**src/rtl/pc_unit.sv**
```systemverilog
// pc_unit: program counter with stall, prioritised redirect and a circular return-address stack.
// State updates on the falling edge of CLK; RESET is asynchronous and active-high.
module pc_unit #(
    parameter int                 WIDTH        = 32,
    parameter logic [WIDTH-1:0]   RESET_VECTOR = '0,
    parameter logic [31:0]        EXC_VECTOR   = 32'h0000_0180,
    parameter int                 STEP         = 4,
    parameter int                 RAS_DEPTH    = 4
) (
    input  logic             CLK,
    input  logic             RESET,
    input  logic             stall,
    input  logic             exc,
    input  logic             ret,
    input  logic             call,
    input  logic             jump,
    input  logic [WIDTH-1:0] jump_target,
    input  logic             branch_taken,
    input  logic [WIDTH-1:0] branch_target,
    output logic [WIDTH-1:0] pc,
    output logic [WIDTH-1:0] pc_plus,
    output logic             ras_empty,
    output logic             ras_full,
    output logic [1:0]       ras_err
);
    localparam int PW = $clog2(RAS_DEPTH);
    localparam int CW = PW + 1;
    localparam logic [WIDTH-1:0] MASK = ~(WIDTH'(STEP - 1));
    localparam logic [WIDTH-1:0] EXC_PC = WIDTH'(EXC_VECTOR);

    logic [WIDTH-1:0] ras [RAS_DEPTH];
    logic [PW-1:0]    top, top_n, push_at;
    logic [CW-1:0]    cnt, cnt_n;
    logic [WIDTH-1:0] pc_n;
    logic [1:0]       err_n;
    logic             push;

    assign pc_plus   = pc + WIDTH'(STEP);
    assign ras_empty = cnt == '0;
    assign ras_full  = cnt == CW'(RAS_DEPTH);

    always_comb begin
        pc_n    = pc_plus;
        top_n   = top;
        cnt_n   = cnt;
        err_n   = ras_err;
        push    = 1'b0;
        push_at = top + 1'b1;
        if (exc) begin
            pc_n = EXC_PC;
        end else if (stall) begin
            pc_n = pc;
        end else if (ret) begin
            if (ras_empty) begin
                pc_n     = jump_target;
                err_n[1] = 1'b1;
                if (call) begin
                    push  = 1'b1;
                    top_n = top + 1'b1;
                    cnt_n = CW'(1);
                end
            end else begin
                pc_n = ras[top];
                // call+ret swaps the top entry in place instead of pop-then-push
                if (call) begin
                    push    = 1'b1;
                    push_at = top;
                end else begin
                    top_n = top - 1'b1;
                    cnt_n = cnt - 1'b1;
                end
            end
        end else if (call) begin
            pc_n  = jump_target;
            push  = 1'b1;
            top_n = top + 1'b1;
            if (ras_full) err_n[0] = 1'b1;
            else cnt_n = cnt + 1'b1;
        end else if (jump) begin
            pc_n = jump_target;
        end else if (branch_taken) begin
            pc_n = branch_target;
        end
    end

    always_ff @(negedge CLK or posedge RESET) begin
        if (RESET) begin
            pc      <= RESET_VECTOR;
            top     <= '0;
            cnt     <= '0;
            ras_err <= '0;
        end else begin
            pc      <= pc_n & MASK;
            top     <= top_n;
            cnt     <= cnt_n;
            ras_err <= err_n;
        end
    end

    // entries are unreadable while empty, so storage needs no reset
    always_ff @(negedge CLK) begin
        if (push) ras[push_at] <= pc_plus;
    end
endmodule
```
**config.mk**
```make
export PLATFORM = sky130hd
export DESIGN_NAME = pc_unit
export DESIGN_NICKNAME = d
export VERILOG_FILES = /design/src/rtl/pc_unit.sv
export SDC_FILE = /design/constraint.sdc
export NUM_CORES = 1
export LEC_CHECK = 0
export ABC_CLOCK_PERIOD_IN_PS = 12470
export CAP_MARGIN = 20
export CORE_MARGIN = 5
export CORE_UTILIZATION = 32
export CTS_BUF_LIST = sky130_fd_sc_hd__clkbuf_4 sky130_fd_sc_hd__clkbuf_8
export DETAILED_ROUTE_END_ITERATION = 12
export GPL_ROUTABILITY_DRIVEN = 0
export SLEW_MARGIN = 20
export SYNTH_ARGS = -nofsm -noshare
export SYNTH_HDL_FRONTEND = slang
export SYNTH_SLANG_ARGS = --single-unit
export TNS_END_PERCENT = 10
```
**constraint.sdc**
```tcl
create_clock -name CLK -period 12.47 [get_ports CLK]
set_clock_uncertainty 0.1 [all_clocks]
set_input_delay 2.494 -clock CLK [delete_from_list [all_inputs] [get_ports CLK]]
set_output_delay 2.494 -clock CLK [all_outputs]
set_load 0.005 [all_outputs]
```
==> flow_summary_export.csv <==
group,metric,value,unit
cts,cts_repair_resize_count,0,
cts,holdBufCountCts,0,
run_status,outcome,"completed",
finish,final_layout_size_suffix_gt1_share,13.22,%
detailed_routing,drcViolationCount,0,
logic_synthesis,synth_compound_gate_area_share,13.16,%
finish,area_growth,32.43,%
logic_synthesis,synth_edf_count,120,
global_route,globalRouteOverflowTotal,0,
pwr,leakagePower,4.267,nW
logic_synthesis,synth_top_family_by_area,"compound AO/OA/AOI/OAI gates",
logic_synthesis,ys_top_cells_by_area,"edfxtp_1, dfrtn_1, mux4_2",
detailed_routing,drt-pass1-iter-count,5,
sta,hold_violations,0,
logic_synthesis,avgSynthCellArea,12.50,um^2
detailed_routing,drtIter0Drc,474,
pwr,ir_drop,0.08863,mV
logic_synthesis,yosysTopAreaCellShare,45.13,%
cts,cts_setup_buffers,0,
logic_synthesis,synthSimpleGateAreaFrac,11.74,%
logic_synthesis,synthAdderAreaFrac,0.6268,%
worst_setup_path,cp.arrival,9.58,ns
sta,rsz0062_at_grt,"false",
cts,clkSlewWorstSetupHoldPaths,0.06,ns
logic_synthesis,netlist_area,7985,um^2
worst_setup_path,crit_fanout,8,
pwr,powerDensity,164.3,nW/um^2
global_route,grt_pass1_wl,39.84,mm
detailed_routing,wire_per_inst,21.67,um
global_route,grt_pass1_vias,6550,
logic_synthesis,ys_warn_count,0,
placed_design,port_buffers,131,
pwr,power.total,0.001737,W
global_route,globalRouteTotalUtil,18.78,%
sta,tightest_slew,0.9299,ns
cts,cts_sinks,157,
logic_synthesis,muxShareOfSynthArea,10.73,%
finish,nets,971,
logic_synthesis,yosys.area_share.xor_xnor,3.071,%
finish,antenna_cells,0,
cts,clk_path_buf_depth,2,
logic_synthesis,yosysUniqueCellTypes,70,
placed_design,dpl.hpwl,18.79,mm
placed_design,placed_cells,1081,
logic_synthesis,seq_area_frac_synth,56.72,%
logic_synthesis,ys_seq_elements,157,
sta,slew_violations,0,
worst_setup_path,cp-start-kind,"register",
floorplan,die-area,28210,um^2
cts,ctsRootBufferMaster,"clkbuf_8",
cts,cts_tree,"done",
worst_setup_path,worstPathRequired,9.88,ns
detailed_routing,via_count,6560,
cts,clock_latency,0.49,ns
sta,setup_viol,0,
global_route,grt_antenna_before_repair,0,
flow_run,drv_cap,0,
logic_synthesis,synthArstFlopShare,23.57,%
worst_setup_path,crit_path_end_kind,"output pin",
global_route,grt_max_degree,43,
logic_synthesis,synth_cells,639,
floorplan,core_area,24460,um^2
floorplan,die_y,168.0,um
detailed_routing,viasPerCell,5.325,
worst_setup_path,worst-setup-path-type,"reg2out",
sta,slew_headroom,37.43,%
floorplan,die_w,168.0,um
logic_synthesis,ys.flop_type,"edfxtp_1",
cts,cts_inserted_buffers,17,
detailed_routing,totalWireLength,26.70,mm
logic_synthesis,synth_area_leader_cell,"edfxtp_1",
hold_path,hold_path_class,"reg2reg",
floorplan,start_util,32.64,%
cts,htree_levels,4,
floorplan,rows,57,
floorplan,ios,140,
finish,final_cells,1232,
detailed_routing,ant_nets,0,
-- flip-flops by register name (all words and copies together) (netlist names) --
signal / count
ras_err: 2
ras: 120
pc: 30
cnt: 3
top: 2
-- per-layer routing --
metal  track usage [%]  wire, um  share of wire (%)
met1             25.11     11490                 43
met2             29.84     12680                 48
met3             5.229      1991                7.5
met4             5.822       533                2.0
met5                 0         0                  0
-- power breakdown --
group	internal, W	switching, W	leakage (nW)
Clock	0.000213	0.000306	0.822
Combinational	0.000256	0.000261	1.87
Sequential	0.000636	0.0000647	1.57
-- path summary, 6_finish.rpt --
kind / startpoint / end / slack (ns) / cells past startpoint
max in group asynchronous: RESET / ras_err[1]$_DFFE_NP0P_ / 2.81 / 3
min in group asynchronous: RESET / pc[3]$_DFFE_NP0P_ / 8.58 / 2
worst min-delay path: cnt[2]$_DFFE_NP0P_ / cnt[2]$_DFFE_NP0P_ / 0.37 / 1
worst min register to register: cnt[2]$_DFFE_NP0P_ / cnt[2]$_DFFE_NP0P_ / 0.37 / 1
worst max register to register: cnt[0]$_DFFE_NP0P_ / ras[0][28]$_DFFE_NP_ / 9.28 / 10
worst max-delay path: pc[2]$_DFFE_NP0P_ / pc_plus[18] / 0.30 / 6
-- stage by stage --
step                      area (um^2)  TNS, ns  setup slack [ns]  hold WS [ns]  util, %
final                           10580        0            0.3001        0.3666    43.23
after global routing            10580        0           0.04291        0.3815    43.23
after CTS                       10580        0            0.2073        0.3630    43.23
after detailed placement         9754        0            0.7055        0.3580    39.88
after global placement           9754        0            0.7094        0.3690    39.88
after floorplan                  7996   -43.42           -0.7236        0.3186        -
-- final cells by class --
class	instances	area (um^2)
clock buffers	18	241.5
clock inverters	134	583.1
fillers	2319	13890
inverters	18	67.56
multi-input cells	418	3184
flip-flops and latches	157	4529
well taps	324	405.4
repair buffers	163	1564
-- synth_stat cells (all sizes together), types with 3 or more instances --
cell type / count
nand2b: 3
and4: 3
o21ai: 34
a21oi: 34
a22o: 5
a31oi: 7
xor2: 10
nor4: 10
nand3: 23
a211oi: 5
nor2: 27
inv: 18
and3: 6
nand2: 64
a32o: 3
o311ai: 3
clkbuf: 22
buf: 26
edfxtp: 120
mux2i: 17
mux4: 30
or2: 6
ha: 4
o221a: 5
a221o: 4
nor2b: 4
o221ai: 7
o21a: 11
o211ai: 4
o31ai: 3
nand4: 11
a21o: 7
a21boi: 4
dfrtn: 37
xnor2: 18
and2: 3
nor3: 10
-- critical path, stage by stage (launching register included) --
cell	delay, ns
dfrtn_1	0.54
ha_1	0.28
nand4_2	0.27
nor4_2	0.48
nand4_1	0.18
xnor2_1	0.54
clkdlybuf4s50_1	0.63
-- logic make-up after synthesis --
group / count (synthesis)
AO/OA/AOI/OAI: 154
multiplexers: 48
adder cells (fa/ha/maj): 4
other: 1
XOR/XNOR: 28
AND/OR/NAND/NOR: 180
buffers and inverters: 67
flip-flops: 157
-- placed cells by master (no fill, tap or decap), types with 4 or more instances in the layout --
master,instances
a21boi_0,4
and3_1,6
a21o_1,7
o221ai_1,7
nand2_1,64
xor2_1,10
clkdlybuf4s50_1,131
nor3_1,10
ha_1,4
o211ai_1,4
nor4_1,4
o21a_1,11
edfxtp_1,120
nand3_1,20
nand4_1,10
a211oi_1,5
nor4_2,5
mux4_2,30
or2_2,6
inv_6,5
conb_1,4
a31oi_1,7
a21oi_1,33
dfrtn_1,37
mux2i_1,17
nor2_1,26
clkbuf_8,17
a221o_1,4
o21ai_0,33
inv_1,137
a22o_1,5
xnor2_1,18
buf_4,31
o221a_2,5
Power figures use the tool's default switching activity.
